==> config.mk <==
export PLATFORM = sky130hd
export DESIGN_NAME = msb_serializer
export DESIGN_NICKNAME = d
export VERILOG_FILES = /design/src/rtl/msb_serializer_pkg.sv /design/src/rtl/msb_serializer.sv
export SDC_FILE = /design/constraint.sdc
export NUM_CORES = 1
export LEC_CHECK = 0
export ABC_AREA = 1
export CAP_MARGIN = 20
export CORE_ASPECT_RATIO = 1.75
export CORE_MARGIN = 1
export CORE_UTILIZATION = 40
export CTS_CLUSTER_DIAMETER = 60
export DETAILED_ROUTE_END_ITERATION = 8
export PLACE_DENSITY = 0.67
export SYNTH_ARGS = -nofsm -noshare
export SYNTH_HDL_FRONTEND = slang
export SYNTH_SLANG_ARGS = --single-unit
==> constraint.sdc <==
create_clock -name clk -period 1.4 [get_ports clk]
set_input_delay 0.35 -clock clk [delete_from_list [all_inputs] [get_ports clk]]
set_output_delay 0.35 -clock clk [all_outputs]
set_load 0.01 [all_outputs]
==> src/rtl/msb_serializer_pkg.sv <==
// Shared types and helpers for the MSB-first word serializer.
// Holds the FSM state encoding and the effective-length rule.
package msb_serializer_pkg;

    typedef enum logic {
        IDLE  = 1'b0,
        SHIFT = 1'b1
    } state_t;

    // A length of 0, or one larger than the word, means "send the whole word".
    function automatic logic [31:0] eff_len(input logic [31:0] len, input logic [31:0] width);
        return (len == 32'd0 || len > width) ? width : len;
    endfunction

endpackage

==> src/rtl/msb_serializer.sv <==
// Parallel-to-serial converter feeding the multiple-of-three detector.
// Sends the low L bits of each word MSB first, with frame markers and stall support.
module msb_serializer
    import msb_serializer_pkg::*;
#(
    parameter int WIDTH = 10,
    parameter int LW    = $clog2(WIDTH + 1)
) (
    input  logic             clk,
    input  logic             reset,
    input  logic [WIDTH-1:0] word_in,
    input  logic [LW-1:0]    len_in,
    input  logic             word_valid,
    output logic             word_ready,
    output logic             bit_out,
    output logic             bit_valid,
    input  logic             bit_ready,
    output logic             first_bit,
    output logic             last_bit,
    output logic             busy
);

    state_t           state;
    logic [WIDTH-1:0] shreg;
    logic [LW-1:0]    count;
    logic [LW-1:0]    load_len;
    logic             load_bit;
    logic             shift_bit;
    logic             load;
    logic             consume;

    // Bit selects are done with a one-hot mask so the index width need not match WIDTH.
    always_comb begin
        load_len  = LW'(eff_len(32'(len_in), 32'(WIDTH)));
        load_bit  = |(word_in & (WIDTH'(1) << (load_len - 1'b1)));
        shift_bit = |(shreg & (WIDTH'(1) << (count - 2'd2)));
    end

    // Accept on the same edge that consumes the last bit so frames run back to back.
    assign word_ready = (state == IDLE) || (state == SHIFT && last_bit && bit_ready);
    assign load       = word_valid && word_ready;
    assign consume    = (state == SHIFT) && bit_ready;

    always_ff @(posedge clk or negedge reset) begin
        if (!reset) begin
            state     <= IDLE;
            shreg     <= '0;
            count     <= '0;
            bit_out   <= 1'b0;
            bit_valid <= 1'b0;
            first_bit <= 1'b0;
            last_bit  <= 1'b0;
            busy      <= 1'b0;
        end else if (load) begin
            state     <= SHIFT;
            shreg     <= word_in;
            count     <= load_len;
            bit_out   <= load_bit;
            bit_valid <= 1'b1;
            first_bit <= 1'b1;
            last_bit  <= (load_len == LW'(1));
            busy      <= 1'b1;
        end else if (consume) begin
            if (count == LW'(1)) begin
                state     <= IDLE;
                count     <= '0;
                bit_out   <= 1'b0;
                bit_valid <= 1'b0;
                first_bit <= 1'b0;
                last_bit  <= 1'b0;
                busy      <= 1'b0;
            end else begin
                count     <= count - 1'b1;
                bit_out   <= shift_bit;
                first_bit <= 1'b0;
                last_bit  <= (count == LW'(2));
            end
        end
    end

endmodule

==> impl_metrics.env, run 1 <==
export IMPL_min_period_ns=1.51
export IMPL_hold_violations=0
export IMPL_required_ns=1.54
export IMPL_cp_top_family="flip-flops"
export IMPL_max_stage_delay_ns=0.39
export IMPL_vias_per_cell=5.21
export IMPL_vias=1265
export IMPL_multi_input_area_um2=728
export IMPL_rr_worst_depth=8
export IMPL_finalNonFillerCells=243
export IMPL_crit_slowest_cell="dfrtp_1"
export IMPL_syn_area_mm2=0.00120
export IMPL_syn_nets=188
export IMPL_antenna_cells=0
export IMPL_p_per_area_mw_per_mm2=1800
export IMPL_yosysSeqAreaShare=0.374
export IMPL_reg2reg_to="bit_out"
export IMPL_cts_sinks=18
export IMPL_start_util=0.416
export IMPL_finalPower_mw=3.30
export IMPL_yosysWarnings=0
export IMPL_overflow=0
export IMPL_yosys_register_bits=18
export IMPL_portBuffers=23
export IMPL_hold_slack_ns=0.425
export IMPL_wl_per_cell_um=13.5
export IMPL_grt_max_degree=19
export IMPL_crit_chain="inv_4, ha_4, a21boi_2, nand4_1, nand3_1, nand2_1, a22oi_2, nand2_1"
export IMPL_fillCellCount=267
export IMPL_crit_path_frequent_cell="nand2_1"
export IMPL_pin_count=24
export IMPL_cts_buffers=3
export IMPL_post_synth_num_cell_types=27
export IMPL_worst_slack_ns=-0.112
export IMPL_vdd_drop_max_v=0.000641
export IMPL_max_clock_freq_ghz=0.661
export IMPL_period_share=1.08
export IMPL_synth_area_per_cell_um2=7.39
export IMPL_antenna_left=0
export IMPL_htreeDepth=1
export IMPL_crit_path_start_kind="flop"
export IMPL_drc_errors=6
export IMPL_critPathKind="reg -> reg"
export IMPL_rsz0062_at_grt="true"
export IMPL_drtIter0Drc=42
export IMPL_dp_hpwl_um=2520
export IMPL_grt_pass1_vias=1229
export IMPL_gr_usage_all_layers=0.211
export IMPL_tritoncts="done"
export IMPL_cts_root_buffer="clkbuf_8"
export IMPL_path_buf_inv=1
export IMPL_crit_fanout=4
export IMPL_core_mm2=0.00290
export IMPL_die_h_um=74.6
export IMPL_leakage_nw=0.931
export IMPL_regArea_um2=450
export IMPL_area_delta_synth_final_pct=51.9
export IMPL_worst_pin_slew_ns=0.315
export IMPL_drt_total_wl_um=3280
export IMPL_drive_gt1_frac=0.288
export IMPL_grt_pass1_wl_um=5130
export IMPL_r2r_slack_ns=-0.11
export IMPL_relSlewSlack=0.790
export IMPL_routabilityCongestion=0.943
export IMPL_insertion_delay_ns=0.25
export IMPL_dp_cells=235
export IMPL_cap_viol_max_count=0
export IMPL_maxSlewViolCount=0
export IMPL_clk_pin_slew_ns=0.07
export IMPL_critPathArrivalTime_ns=1.65
export IMPL_antenna_found_initial=0
export IMPL_finalSetupViolations=1
export IMPL_netlist_instances=163
export IMPL_tns_ns=-0.112
export IMPL_final_nets=241
export IMPL_fin_skew_ns=0.00341
export IMPL_clk_path_buf_depth=2
export IMPL_die_area_mm2=0.00324
export IMPL_r2r_start="count[1]"
export IMPL_status="finished, violations left"
export IMPL_rows=26
export IMPL_firstDrtPassIters=6
export IMPL_cp_end_kind="flop"
export IMPL_violations="design-rule violations, negative setup slack"
export IMPL_die_w_um=43.5
export IMPL_hp_class="in -> async"
==> synth_stat cells <==
master / number / area (um2)
or2_0: 1 / 6.26
a21oi_1: 3 / 15.0
o21ai_2: 1 / 8.76
nand2_2: 2 / 12.5
xnor2_1: 1 / 8.76
nand3_1: 7 / 35.0
buf_4: 1 / 7.51
inv_4: 1 / 6.26
a21boi_0: 1 / 7.51
nand2_1: 45 / 169
a22oi_1: 2 / 15.0
buf_6: 3 / 33.8
a31oi_1: 1 / 6.26
ha_1: 7 / 87.6
buf_2: 2 / 10.0
nand3b_1: 1 / 7.51
o31ai_1: 2 / 15.0
inv_2: 3 / 11.3
a22o_1: 1 / 8.76
dfrtp_1: 18 / 450
o21ai_0: 9 / 45.0
nor2_1: 18 / 67.6
nand4_1: 11 / 68.8
o211ai_1: 1 / 7.51
inv_1: 18 / 67.6
o311ai_1: 1 / 8.76
xor2_1: 2 / 17.5
==> where the power goes <==
part           total, mW  leakage, nW  internal, mW  switching, mW
sequential         0.955        0.220         0.760          0.194
clock              0.419       0.0288         0.249          0.169
combinational       1.92        0.682         0.977          0.946
total               3.30        0.931          1.99           1.31
==> registers in the layout, indices dropped and copies added, names as in the netlist <==
signal,cells
state,1
last_bit,1
shreg,10
bit_out,1
count,4
first_bit,1
==> worst max path at each step <==
stage | startpoint | endpoint | slack (ns) | depth (start not counted)
floorplan | count[1] | bit_out | 0.02 | 8
global placement | bit_ready | word_ready | -0.42 | 4
detailed placement | len_in[1] | bit_out | -0.45 | 10
CTS | count[2] | bit_out | -0.07 | 8
global route | count[1] | bit_out | -0.19 | 8
finish | count[1] | bit_out | -0.11 | 8
==> cell usage in the layout, fill, tap and decap left out, types with 3 or more instances in the layout <==
cell / count
nand4_1: 11
o21ai_0: 9
nor2_1: 15
nand3_1: 7
inv_1: 14
nand2_1: 42
dlygate4sd2_1: 9
nand2_2: 3
buf_4: 29
nor2_2: 3
inv_2: 6
clkdlybuf4s50_1: 11
ha_1: 3
clkbuf_8: 4
dfrtp_1: 18
==> worst register-to-register path: cells and delay by family, from the launching register on <==
| kind | cells | cell delay [ns] |
|---|---|---|
| simple gates | 4 | 0.34 |
| buf+inv | 1 | 0.07 |
| fa+ha+maj | 1 | 0.29 |
| compound gates | 2 | 0.30 |
| flops | 1 | 0.39 |
==> what timing repair did <==
| action | in CTS | in global routing |
|---|---|---|
| setup buffers | 1 | 3 |
| resized for setup | 24 | 19 |
| hold buffers | 0 | 0 |
| pin swaps | 3 | 7 |
| endpoints found under the setup margin | 11 | 14 |
| hold endpoints to repair | 0 | 0 |
==> metal layers <==
metal,up-vias,GRT usage,share of wire
met2,26,0.423,0.59
li1,636,-,-
met4,0,0.0903,0.032
met5,-,0,0
met1,597,0.212,0.36
met3,6,0.0170,0.025
==> through the flow <==
step	utilization	cell area, um2	setup WS (ns)
2_1_floorplan	-	1200	0.0151
3_3_place_gp	0.560	1620	-0.419
3_5_place_dp	0.560	1620	-0.446
4_1_cts	0.590	1710	-0.0709
5_1_grt	0.632	1830	-0.191
6_report	0.632	1830	-0.112
==> layout make-up <==
| type | count | share of cell area |
|---|---|---|
| repair buffers | 54 | 0.259 |
| clock buffers | 4 | 0.0301 |
| flip-flops and latches | 18 | 0.246 |
| well taps | 28 | 0.0191 |
| inverters | 22 | 0.0478 |
| multi-input cells | 117 | 0.398 |
==> cells by family after synthesis <==
kind of cell               after synthesis  share of synthesized area
adders and majority gates                7                     0.0727
buffers and inverters                   28                      0.113
AOI/OAI and AO/OA                       22                      0.114
xor gates and xnor gates                 3                     0.0218
and+or+nand+nor                         85                      0.304
DFF                                     18                      0.374
(Power assumes the default switching activity.)
==> inputs of run 2 (changes only) <==
- CORE_UTILIZATION: 40 -> 33
- CTS_BUF_LIST: default -> sky130_fd_sc_hd__clkbuf_2 sky130_fd_sc_hd__clkbuf_4 sky130_fd_sc_hd__clkbuf_8
- PLACE_DENSITY: 0.67 -> default
==> run 2 against run 1 <==
  * The run ends with negative setup slack left
  * Fmax rose by 4.6%
  * Clock-buffer cell count unchanged
  * Worst setup slack improved by 0.067 ns
  * Design area up 1.6%
  * Wire length is 0.76% lower
  * Cell count increased by 7.8%
  * First-iteration DRC count decreased by 33%
  * Hold slack lost 0.011 ns
  * Sequential share of layout area fell by 0.40 points
  * Clock power rose by 4%
  * Combinational power hardly changed
  * Die area up 20%
==> impl_metrics.env, run 2 (synthesis gave the netlist of run 1 again) <==
export IMPL_cts_sinks=18
export IMPL_finalNonFillerCells=262
export IMPL_crit_slowest_cell="dfrtp_1"
export IMPL_drive_gt1_frac=0.304
export IMPL_wl_per_cell_um=12.4
export IMPL_top_regs="shreg x10, count x4"
export IMPL_cap_viol_max_count=0
export IMPL_path_buf_inv=1
export IMPL_r2r_slack_ns=-0.04
export IMPL_vdd_drop_max_v=0.000713
export IMPL_final_nets=243
export IMPL_crit_chain="inv_2, ha_4, a21boi_2, nand4_1, nand3_2, nand2_2, a22oi_2, nand2_1"
export IMPL_status="finished, violations left"
export IMPL_max_stage_delay_ns=0.37
export IMPL_violations="negative setup slack"
export IMPL_insertion_delay_ns=0.26
export IMPL_worst_slack_ns=-0.0450
export IMPL_htreeDepth=1
export IMPL_die_h_um=81.9
export IMPL_pin_count=24
export IMPL_required_ns=1.55
export IMPL_antenna_left=0
export IMPL_die_w_um=47.7
export IMPL_core_mm2=0.00343
export IMPL_layout_common_cells="nand2_1 (42), buf_4 (32), dfrtp_1 (18), nor2_1 (17), inv_1 (13)"
export IMPL_reg2reg_to="bit_out"
export IMPL_max_clock_freq_ghz=0.692
export IMPL_die_area_mm2=0.00391
export IMPL_rr_worst_depth=8
export IMPL_grt_max_degree=19
export IMPL_clk_pin_slew_ns=0.07
export IMPL_critical_path_depth=8
export IMPL_startpoint="count[1]"
export IMPL_crit_fanout=4
export IMPL_cts_root_buffer="clkbuf_8"
export IMPL_clk_path_buf_depth=2
export IMPL_drt_total_wl_um=3260
export IMPL_hp_class="in -> async"
export IMPL_critPathArrivalTime_ns=1.60
export IMPL_tritoncts="done"
export IMPL_area_delta_synth_final_pct=54.4
export IMPL_critPathKind="reg -> reg"
export IMPL_min_period_ns=1.44
export IMPL_cp_end_kind="flop"
export IMPL_cts_buffers=3
export IMPL_rows=28
export IMPL_period_share=1.03
export IMPL_rsz0062_at_grt="true"
export IMPL_dp_cells=254
export IMPL_finalSetupViolations=1
export IMPL_overflow=0
export IMPL_r2r_start="count[1]"
export IMPL_cp_top_family="flip-flops"
export IMPL_largest_reg_flops=10
export IMPL_finalPower_mw=3.32
export IMPL_crit_path_start_kind="flop"
export IMPL_relSlewSlack=0.791
export IMPL_worst_pin_slew_ns=0.313
export IMPL_hold_slack_ns=0.414
export IMPL_hold_violations=0
export IMPL_drc_errors=0
export IMPL_dp_hpwl_um=2500
export IMPL_antenna_found_initial=0
export IMPL_final_area_mm2=0.00186
export IMPL_routabilityCongestion=0.942
export IMPL_endpoint="bit_out"
export IMPL_firstDrtPassIters=4
export IMPL_grt_pass1_wl_um=5340
export IMPL_vias=1273
export IMPL_placed_area_mm2=0.00166
export IMPL_start_util=0.351
export IMPL_leakage_nw=0.941
export IMPL_fin_skew_ns=0.00160
export IMPL_maxSlewViolCount=0
export IMPL_regMostFlops="shreg"
export IMPL_vias_per_cell=4.86
export IMPL_p_per_area_mw_per_mm2=1790
export IMPL_portBuffers=23
export IMPL_grt_pass1_vias=1305
export IMPL_gr_usage_all_layers=0.192
export IMPL_layout_commonest_cell="nand2_1"
export IMPL_antenna_cells=0
export IMPL_drtIter0Drc=28
-- run 2: changes by cell type in the layout (fill, tap and decap cells not counted), moves of 2 or more --
| cell | change |
|---|---|
| buf_4 | +3 |
| ha_2 | +2 |
| inv_2 | +2 |
| nor2_1 | +2 |
| nor2_2 | -2 |
-- run 2: worst min path at each step --
stage | start | cells past startpoint | slack [ns] | to
5_1_grt | reset | 2 | 0.46 | shreg[7]
3_5_place_dp | first_bit | 2 | 0.46 | first_bit
2_1_floorplan | reset | 0 | 0.05 | bit_out
3_3_place_gp | first_bit | 2 | 0.46 | first_bit
4_1_cts | reset | 2 | 0.43 | last_bit
6_report | reset | 2 | 0.41 | shreg[7]
-- run 2: final cells by class --
| class | instances | area [um2] |
|---|---|---|
| inverter | 22 | 85.1 |
| multi-input combinational | 117 | 733 |
| timing repair buffer | 56 | 480 |
| tap | 45 | 56.3 |
| clock buffer | 4 | 55.1 |
| sequential | 18 | 450 |
| fill | 351 | 1570 |
-- run 2: metal layers --
layer | vias up | global-route usage | share of wire
met5 | - | 0 | 0
met4 | 0 | 0.111 | 0.037
met1 | 579 | 0.198 | 0.37
met2 | 43 | 0.348 | 0.56
li1 | 640 | - | -
met3 | 11 | 0.0198 | 0.033
-- run 2: where the power goes --
group	switching (mW)	leakage (nW)	total [mW]	internal [mW]
registers	0.185	0.220	0.945	0.760
clock network	0.187	0.0288	0.437	0.251
logic	0.959	0.692	1.94	0.984
-- run 2: stage by stage --
| stage | TNS [ns] | util | setup slack (ns) |
|---|---|---|---|
| after floorplan | 0 | - | 0.0151 |
| after global placement | -4.58 | 0.483 | -0.439 |
| after detailed placement | -5.03 | 0.483 | -0.456 |
| after CTS | -0.0864 | 0.512 | -0.0509 |
| after global routing | -0.187 | 0.542 | -0.125 |
| final | -0.0450 | 0.542 | -0.0450 |
-- run 2: timing repair --
action,4_1_cts,5_1_grt
pin swaps,2,4
hold buffers,0,0
endpoints found under the setup margin,12,14
endpoints found under the hold margin,0,0
setup buffers,2,2
gates resized for setup,26,19
-- run 2: worst reg2reg max path, cell delays in order (launching register included) --
cell and delay (ns):
dfrtp_1 0.37, inv_2 0.08, ha_4 0.30, a21boi_2 0.16
nand4_1 0.11, nand3_2 0.10, nand2_2 0.05, a22oi_2 0.11
nand2_1 0.06
==> inputs of run 3 (changes only) <==
- SLEW_MARGIN: default -> 20
- clock period: 1.4 -> 1.7 ns (I/O delays scaled with it)
==> run 3 against run 2 <==
  * Core utilization down 5.8 points
  * Sequential power down 18%
  * Register-to-register slack better by 0.13 ns
  * The run now ends clean
  * Die area unchanged
  * Clock-buffer cell count unchanged
  * Hold slack better by 0.066 ns
  * Wire length down 8.0%
  * Non-clock buffer count down 13
  * Via count down 5.6%
  * Cell count down 5.0%
  * Worst setup slack better by 0.10 ns
==> impl_metrics.env, run 3 (synthesis gave the netlist of run 1 again) <==
export IMPL_grt_pass1_vias=1239
export IMPL_drc_errors=0
export IMPL_crit_chain="clkdlybuf4s50_1"
export IMPL_die_area_mm2=0.00391
export IMPL_portBuffers=23
export IMPL_fin_skew_ns=0.00302
export IMPL_layout_commonest_cell="nand2_1"
export IMPL_tns_ns=0
export IMPL_required_ns=1.27
export IMPL_post_cts_buffers=0
export IMPL_pin_count=24
export IMPL_crit_fanout=6
export IMPL_antenna_left=0
export IMPL_critical_path_depth=1
export IMPL_status="completed"
export IMPL_regMostFlops="shreg"
export IMPL_hp_class="reg -> reg"
export IMPL_period_share=0.965
export IMPL_worst_pin_slew_ns=0.260
export IMPL_fin_util=0.484
export IMPL_critPathArrivalTime_ns=1.22
export IMPL_finalSetupViolations=0
export IMPL_vias=1202
export IMPL_drtIter0Drc=26
export IMPL_firstDrtPassIters=4
export IMPL_top_regs="shreg x10, count x4"
export IMPL_final_area_mm2=0.00166
export IMPL_clk_pin_slew_ns=0.07
export IMPL_vias_per_cell=4.83
export IMPL_cp_top_family="buffers and inverters"
export IMPL_die_w_um=47.7
export IMPL_cts_buffers=3
export IMPL_wl_per_cell_um=12.0
export IMPL_drive_gt1_frac=0.176
export IMPL_overflow=0
export IMPL_area_delta_synth_final_pct=37.9
export IMPL_final_nets=230
export IMPL_hold_violations=0
export IMPL_cp_end_kind="primary output"
export IMPL_path_buf_inv=1
export IMPL_maxSlewViolCount=0
export IMPL_critPathKind="reg -> out"
export IMPL_cap_viol_max_count=0
export IMPL_antenna_cells=0
export IMPL_die_h_um=81.9
export IMPL_gr_usage_all_layers=0.181
export IMPL_grt_pass1_wl_um=5040
export IMPL_insertion_delay_ns=0.26
export IMPL_start_util=0.351
export IMPL_largest_reg_flops=10
export IMPL_grt_max_degree=19
export IMPL_crit_slowest_cell="clkdlybuf4s50_1"
export IMPL_htreeDepth=1
export IMPL_cts_root_buffer="clkbuf_8"
export IMPL_drt_total_wl_um=3000
export IMPL_finalPower_mw=2.27
export IMPL_max_stage_delay_ns=0.55
export IMPL_max_clock_freq_ghz=0.609
export IMPL_antenna_found_initial=0
export IMPL_layout_common_cells="nand2_1 (44), clkdlybuf4s50_1 (20), buf_4 (20), nor2_1 (18)"
export IMPL_rsz0062_at_grt="true"
export IMPL_rows=28
export IMPL_min_period_ns=1.64
export IMPL_tritoncts="done"
export IMPL_core_mm2=0.00343
export IMPL_p_per_area_mw_per_mm2=1370
export IMPL_routabilityCongestion=0.908
export IMPL_placed_area_mm2=0.00159
export IMPL_vdd_drop_max_v=0.000483
export IMPL_clk_path_buf_depth=2
export IMPL_dp_hpwl_um=2460
export IMPL_cts_hold_buf=0
export IMPL_leakage_nw=0.846
export IMPL_rr_worst_depth=8
export IMPL_crit_path_start_kind="flop"
export IMPL_cts_sinks=18
export IMPL_relSlewSlack=0.826
export IMPL_worstHoldPathCells=2
## run 3: cell types whose count changed in the layout (fill, tap and decap cells not counted), sizes merged
cell,previous run,this run
buf,34,20
clkdlybuf4s50,11,20
dlygate4sd2,8,0
clkbuf,4,5
dlymetal6s2s,3,2
## run 3: what timing repair did
item / in CTS / in global routing
setup endpoints to repair: 3 / 4
gates resized for setup: 3 / 6
endpoints found under the hold margin: 0 / 0
## run 3: path summary, 6_finish.rpt
kind | startpoint | to | slack [ns]
max reg2reg | count[2] | bit_out | 0.09
min in group asynchronous | reset | shreg[3] | 0.50
min | first_bit | first_bit | 0.48
max in group asynchronous | reset | state | 0.99
max | state | busy | 0.06
min reg2reg | first_bit | first_bit | 0.48
## run 3: area by class of cell
type                            count  area, um2
Tap cell                           45       56.3
Sequential cell                    18        452
Fill cell                         356       1770
Clock buffer                        4       55.1
Multi-Input combinational cell    117        633
Timing Repair Buffer               43        380
Inverter                           22       85.1
## run 3: metrics by stage
stage	instances	hold WS [ns]	worst slack, ns
floorplan	163	0.129	0.289
global placement	245	0.462	-0.269
detailed placement	245	0.467	-0.291
CTS	249	0.484	0.00957
global route	249	0.510	-0.0265
finish	249	0.479	0.0587
## run 3: power breakdown
group | total, mW | internal, mW | switching [mW] | leakage [nW]
clock network | 0.358 | 0.206 | 0.152 | 0.0288
registers | 0.776 | 0.628 | 0.148 | 0.220
logic | 1.14 | 0.542 | 0.595 | 0.597
total | 2.27 | 1.38 | 0.896 | 0.846
## run 3: tightest hold or removal path, delay by kind of cell (launching register included)
| kind | cells | cell delay (ns) |
|---|---|---|
| AND/OR/NAND/NOR | 2 | 0.11 |
| flip-flops | 1 | 0.35 |
## run 3: routing by layer
layer | vias to the layer above | share of wire | global-route usage
li1 | 612 | - | -
met1 | 538 | 0.36 | 0.172
met5 | - | 0 | 0
met2 | 37 | 0.54 | 0.326
met3 | 15 | 0.042 | 0.0242
met4 | 0 | 0.060 | 0.136
